===== config.mk =====
export PLATFORM = sky130hd
export DESIGN_NAME = ps2_scancode_rx
export DESIGN_NICKNAME = d
export VERILOG_FILES = /design/src/rtl/ps2_pkg.sv /design/src/rtl/ps2_filter.sv /design/src/rtl/ps2_scancode_rx.sv
export SDC_FILE = /design/constraint.sdc
export NUM_CORES = 1
export LEC_CHECK = 0
export CAP_MARGIN = 20
export CORE_MARGIN = 8
export CORE_UTILIZATION = 55
export CTS_CLUSTER_DIAMETER = 200
export DETAILED_ROUTE_END_ITERATION = 8
export HOLD_SLACK_MARGIN = 0.08
export PLACE_DENSITY = 0.85
export SLEW_MARGIN = 0
export SYNTH_ARGS = -nofsm -noshare
export SYNTH_HDL_FRONTEND = slang
export SYNTH_SLANG_ARGS = --single-unit
export TNS_END_PERCENT = 10

===== constraint.sdc =====
create_clock -name clk -period 2.93 [get_ports clk]
set_input_delay 0.293 -clock clk [delete_from_list [all_inputs] [get_ports clk]]
set_output_delay 0.293 -clock clk [all_outputs]
set_load 0.01 [all_outputs]

===== src/rtl/ps2_pkg.sv =====
// Shared frame-FSM encoding, prefix constants and key-event payload for the PS/2 receiver.
package ps2_pkg;

  localparam int unsigned DATA_BITS = 8;

  typedef enum logic [1:0] {
    ST_IDLE   = 2'd0,
    ST_DATA   = 2'd1,
    ST_PARITY = 2'd2,
    ST_STOP   = 2'd3
  } frame_state_e;

  localparam logic [7:0] PREFIX_EXT = 8'hE0;
  localparam logic [7:0] PREFIX_BRK = 8'hF0;

  typedef struct packed {
    logic [7:0] code;
    logic       ext;
    logic       brk;
  } key_evt_t;

  // Odd parity across data+parity and a high stop bit make a frame acceptable.
  function automatic logic frame_ok(input logic [7:0] data, input logic par, input logic stop);
    return (^{data, par}) & stop;
  endfunction

endpackage


===== src/rtl/ps2_filter.sv =====
// Two-flop synchronizers for the raw PS/2 lines plus a run-length debounce of the clock line.
module ps2_filter #(
  parameter int unsigned FILTER_LEN = 4
) (
  input  logic clk,
  input  logic clr,
  input  logic ps2_clk_i,
  input  logic ps2_data_i,
  output logic fall_o,
  output logic data_o
);

  localparam int unsigned CNT_W = (FILTER_LEN > 1) ? $clog2(FILTER_LEN) : 1;

  logic [1:0]       clk_sync_q;
  logic [1:0]       data_sync_q;
  logic             filt_q, filt_d;
  logic [CNT_W-1:0] cnt_q, cnt_d;
  logic             fall_q, fall_d;

  // Level flips once the opposite level has been seen FILTER_LEN cycles in a row.
  always_comb begin
    filt_d = filt_q;
    cnt_d  = '0;
    if (clk_sync_q[1] != filt_q) begin
      if (cnt_q == CNT_W'(FILTER_LEN - 1)) begin
        filt_d = clk_sync_q[1];
      end else begin
        cnt_d = cnt_q + CNT_W'(1);
      end
    end
    fall_d = filt_q & ~filt_d;
  end

  always_ff @(posedge clk or negedge clr) begin
    if (!clr) begin
      clk_sync_q  <= 2'b11;
      data_sync_q <= 2'b11;
      filt_q      <= 1'b1;
      cnt_q       <= '0;
      fall_q      <= 1'b0;
    end else begin
      clk_sync_q  <= {clk_sync_q[0], ps2_clk_i};
      data_sync_q <= {data_sync_q[0], ps2_data_i};
      filt_q      <= filt_d;
      cnt_q       <= cnt_d;
      fall_q      <= fall_d;
    end
  end

  assign fall_o = fall_q;
  assign data_o = data_sync_q[1];

endmodule


===== src/rtl/ps2_scancode_rx.sv =====
// PS/2 keyboard receiver: frame FSM with timeout, byte checks and E0/F0 prefix tracking.
module ps2_scancode_rx
  import ps2_pkg::*;
#(
  parameter int unsigned FILTER_LEN     = 4,
  parameter int unsigned TIMEOUT_CYCLES = 4000
) (
  input  logic       clk,
  input  logic       clr,
  input  logic       ps2_clk,
  input  logic       ps2_data,
  output logic       byte_valid,
  output logic [7:0] byte_data,
  output logic       key_valid,
  output logic [7:0] key_code,
  output logic       key_ext,
  output logic       key_break,
  output logic       frame_err
);

  localparam int unsigned   TO_W    = (TIMEOUT_CYCLES > 1) ? $clog2(TIMEOUT_CYCLES) : 1;
  localparam logic [TO_W-1:0] TO_LAST = TO_W'(TIMEOUT_CYCLES - 1);

  logic fall, sdata;

  frame_state_e state_q, state_d;
  logic [2:0]      bit_cnt_q, bit_cnt_d;
  logic [7:0]      shift_q, shift_d;
  logic            par_q, par_d;
  logic [TO_W-1:0] to_cnt_q, to_cnt_d;
  logic            ext_q, ext_d;
  logic            brk_q, brk_d;
  logic            byte_valid_q, byte_valid_d;
  logic [7:0]      byte_data_q, byte_data_d;
  logic            key_valid_q, key_valid_d;
  key_evt_t        key_q, key_d;
  logic            frame_err_q, frame_err_d;

  ps2_filter #(.FILTER_LEN(FILTER_LEN)) u_filter (
    .clk        (clk),
    .clr        (clr),
    .ps2_clk_i  (ps2_clk),
    .ps2_data_i (ps2_data),
    .fall_o     (fall),
    .data_o     (sdata)
  );

  always_comb begin
    state_d      = state_q;
    bit_cnt_d    = bit_cnt_q;
    shift_d      = shift_q;
    par_d        = par_q;
    to_cnt_d     = '0;
    ext_d        = ext_q;
    brk_d        = brk_q;
    byte_valid_d = 1'b0;
    byte_data_d  = byte_data_q;
    key_valid_d  = 1'b0;
    key_d        = key_q;
    frame_err_d  = 1'b0;

    if (!fall && state_q != ST_IDLE) begin
      to_cnt_d = to_cnt_q + TO_W'(1);
    end

    // A falling edge wins over a timeout landing in the same cycle.
    if (fall) begin
      unique case (state_q)
        ST_IDLE: begin
          if (sdata) begin
            frame_err_d = 1'b1;
          end else begin
            state_d   = ST_DATA;
            bit_cnt_d = '0;
          end
        end
        ST_DATA: begin
          shift_d   = {sdata, shift_q[7:1]};
          bit_cnt_d = bit_cnt_q + 3'd1;
          if (bit_cnt_q == 3'(DATA_BITS - 1)) state_d = ST_PARITY;
        end
        ST_PARITY: begin
          par_d   = sdata;
          state_d = ST_STOP;
        end
        ST_STOP: begin
          state_d = ST_IDLE;
          if (frame_ok(shift_q, par_q, sdata)) begin
            byte_valid_d = 1'b1;
            byte_data_d  = shift_q;
          end else begin
            frame_err_d = 1'b1;
          end
        end
        default: state_d = ST_IDLE;
      endcase
    end else if (state_q != ST_IDLE && to_cnt_q == TO_LAST) begin
      state_d     = ST_IDLE;
      bit_cnt_d   = '0;
      shift_d     = '0;
      to_cnt_d    = '0;
      frame_err_d = 1'b1;
    end

    // Prefix tracker consumes the byte reported in the previous cycle.
    if (byte_valid_q) begin
      if (byte_data_q == PREFIX_EXT) begin
        ext_d = 1'b1;
      end else if (byte_data_q == PREFIX_BRK) begin
        brk_d = 1'b1;
      end else begin
        key_valid_d = 1'b1;
        key_d       = '{code: byte_data_q, ext: ext_q, brk: brk_q};
        ext_d       = 1'b0;
        brk_d       = 1'b0;
      end
    end

    if (frame_err_d) begin
      ext_d = 1'b0;
      brk_d = 1'b0;
    end
  end

  always_ff @(posedge clk or negedge clr) begin
    if (!clr) begin
      state_q      <= ST_IDLE;
      bit_cnt_q    <= '0;
      shift_q      <= '0;
      par_q        <= 1'b0;
      to_cnt_q     <= '0;
      ext_q        <= 1'b0;
      brk_q        <= 1'b0;
      byte_valid_q <= 1'b0;
      byte_data_q  <= '0;
      key_valid_q  <= 1'b0;
      key_q        <= '0;
      frame_err_q  <= 1'b0;
    end else begin
      state_q      <= state_d;
      bit_cnt_q    <= bit_cnt_d;
      shift_q      <= shift_d;
      par_q        <= par_d;
      to_cnt_q     <= to_cnt_d;
      ext_q        <= ext_d;
      brk_q        <= brk_d;
      byte_valid_q <= byte_valid_d;
      byte_data_q  <= byte_data_d;
      key_valid_q  <= key_valid_d;
      key_q        <= key_d;
      frame_err_q  <= frame_err_d;
    end
  end

  assign byte_valid = byte_valid_q;
  assign byte_data  = byte_data_q;
  assign key_valid  = key_valid_q;
  assign key_code   = key_q.code;
  assign key_ext    = key_q.ext;
  assign key_break  = key_q.brk;
  assign frame_err  = frame_err_q;

endmodule


==> metrics <==
number of synthesized flops with an enable pin 0; #FFs+latches synth 57; clock tree from TritonCTS yes; nets ~280; vias in the first global route 1787; Tot Pwr approximately 0.0019 W; Hold Vio Cnt, Final 0; Setup Skew slightly above 6 ps; Net Count, Synth between 200 and 250; internal power ~0.0014 W; power density over the cells 630 nW/um^2; Antenna Nets Post-Route 0; Max Cap Viol 0; share of cells above drive strength 1 between 10 and 15%; Syn Inst Count around 230; synthesis-to-layout area growth 20.5%; largest net degree at the start of global routing 39; RSZ-0062 raised after global routing false; Post-Route WL slightly below 5000 microns; placed inst area 2830 sq um; post-cts sizing count 0; top cells by area, synth dfrtp_1, nand2_1, dfstp_2, ha_1, mux2_2; initial antenna violation count 0; Netlist cell types 39; Final Non-Filler Cells approximately 320; actual slew at the worst max-slew pin between 400 and 500 ps; arrival time at the worst endpoint roughly 2300 ps; commonest cells in the netlist nand2_1, dfrtp_1, nor2_1, o21ai_0; FMAX ~0.49 GHz; first-pass GRT wire length around 8500 microns; Worst-path clk slew around 60 ps; Worst Path Max Fanout 13; Leak ~1.4 nW; die width roughly 84 microns; H-tree depth 3; diode count 0; Clock power frac between 30% and 40%; Post-Syn Area per Cell approximately 11 sq um; period utilization 69.8%; Critical Path RT 3150 ps; Die H ~84 microns; latest clock arrival within the worst-skew pair 330 ps; Post-route DRC 0; status finished, final reports clean; Setup CP Type register to register; row cnt 24; Period minus WS final approximately 2000 ps; vias after detailed routing roughly 1800; post-route cell area between 3000 and 4000 sq um; Final Core Density around 69%; Starting Density between 50% and 60%; root buffer cell clkbuf_8; DIE AREA 7050 sq um; Synth area leader dfrtp_1; Ys Warns 0; ys async rst share between 90% and 100%; GRT Residual Overflow 0; placed cells a little over 300; initial drt markers 98; Net Sw Frac a little over a quarter; RD Place Congestion 0.786; Critical Path End Type register; min-delay worst type register to register; Slew HR 68.1%; Seq pwr share around 47%; fill count ~320; Mapped Area around 2500 sq um; DR vias/cell 5.49; Gate power share between 10% and 20%; PortBufs 24; routed len/inst 15.0 microns; most common cell in the synthesized netlist nand2_1; I/O pins 25; DRT Pass-1 Iters 4; CTS buffer count 9; IR drop worst, VDD around 420 uV; most used flip-flop cell after synthesis dfrtp_1; top-area cell type share of the netlist area about 51%; CTS sink count 57; Total GRT Usage between 10% and 20%; element type at the critical path start register; setup TNS 0 ps; Max Slew Vio Count 0; placed wire-length estimate approximately 3400 microns; CTS Buffer Depth 2; register area share after synthesis between 50% and 60%; Core ar. about 4400 sq um; Net Sw Power approximately 0.00051 W; # setup viols final 0
final timing paths:
| path | cells after the start | end | start | slack, ps |
|---|---|---|---|---|
| setup / recovery | 6 | state_q[1] | state_q[0] | 880 |
| hold / removal | 0 | u_filter.data_sync_q[1] | u_filter.data_sync_q[0] | 360 |
| hold reg to reg | 0 | u_filter.data_sync_q[1] | u_filter.data_sync_q[0] | 360 |
| setup reg to reg | 6 | state_q[1] | state_q[0] | 880 |
| max in group asynchronous | 3 | u_filter.data_sync_q[1] | clr | 1670 |
| min in group asynchronous | 2 | state_q[1] | clr | 420 |
power groups by stage:
stage / registers [W] / clock network (W) / logic (W)
CTS: 0.000901 / 0.000782 / 0.000267
detailed placement: 0.000915 / 0 / 0.000265
global route: 0.000908 / 0.000818 / 0.000297
finish: 0.000900 / 0.000764 / 0.000261
global placement: 0.000908 / 0 / 0.000252
floorplan: 0.000897 / 0 / 0.000199
metrics by stage:
step,worst slack [ps],hold WS (ps)
after floorplan,1120,-2.59
after global placement,964,250
after detailed placement,876,255
after CTS,851,351
after global routing,752,353
final,884,356
sequential cells by signal, summed over array words and instances, names as in the netlist:
name and flops:
state_q 2, u_filter.cnt_q 2, frame_err 1, par_q 1, u_filter.data_sync_q 2, key_code 8, u_filter.clk_sync_q 2, byte_valid 1
byte_data 8, key_valid 1, shift_q 8, key_break 1, brk_q 1, ext_q 1, to_cnt_q 12, u_filter.filt_q 1
bit_cnt_q 3, key_ext 1, u_filter.fall_o 1
final cells by class:
class | instances | area (sq um) | area share [%]
Clock buffer | 12 | 165 | 5.40
Clock inverter | 4 | 50.0 | 1.64
Inverter | 6 | 22.5 | 0.736
Multi-Input combinational cell | 164 | 1060 | 34.7
Sequential cell | 57 | 1430 | 46.8
Tap cell | 52 | 65.1 | 2.13
Timing Repair Buffer | 27 | 260 | 8.51
layer usage:
layer / track usage, % / up-vias / share of wire (%)
met5: 0 / - / 0
met4: 6.75 / 0 / 1.2
met3: 5.86 / 8 / 5.4
met2: 24.0 / 36 / 48
met1: 17.0 / 863 / 45
li1: - / 860 / -
logic make-up (layout without fill, tap and decap cells):
kind of cell / Yosys count / count (layout) / synth area share [%]
buf+inv: 13 / 49 / 2.02
simple gates: 104 / 104 / 20.4
xor+xnor: 17 / 17 / 6.41
fa+ha+maj: 9 / 9 / 4.44
mux: 10 / 10 / 4.44
flops: 57 / 57 / 56.4
compound gates: 24 / 24 / 5.86
worst max-delay path, cell delays in order (launching register included):
cell     delay (ps)
dfrtp_1         400
inv_1           100
ha_1            310
nor2_1          230
and4_1          470
o21ai_0         190
a32o_1          230
layout by cell type, fill, tap and decap left out, drive strengths merged, types with 4 or more instances in the layout:
master	instances
nand2	57
a21oi	5
mux2	10
dfstp	5
clkbuf	12
xor2	10
clkdlybuf4s50	23
nand3	6
o21ai	11
xnor2	6
inv	5
nor2	12
ha	9
nand4	4
dfrtp	52
timing repair:
action / in CTS / in global routing
buffers inserted: 0 / 0
hold buffers: 1 / 0
hold endpoints to repair: 15 / 0
Note: power is estimated with default switching activity, not from simulation.
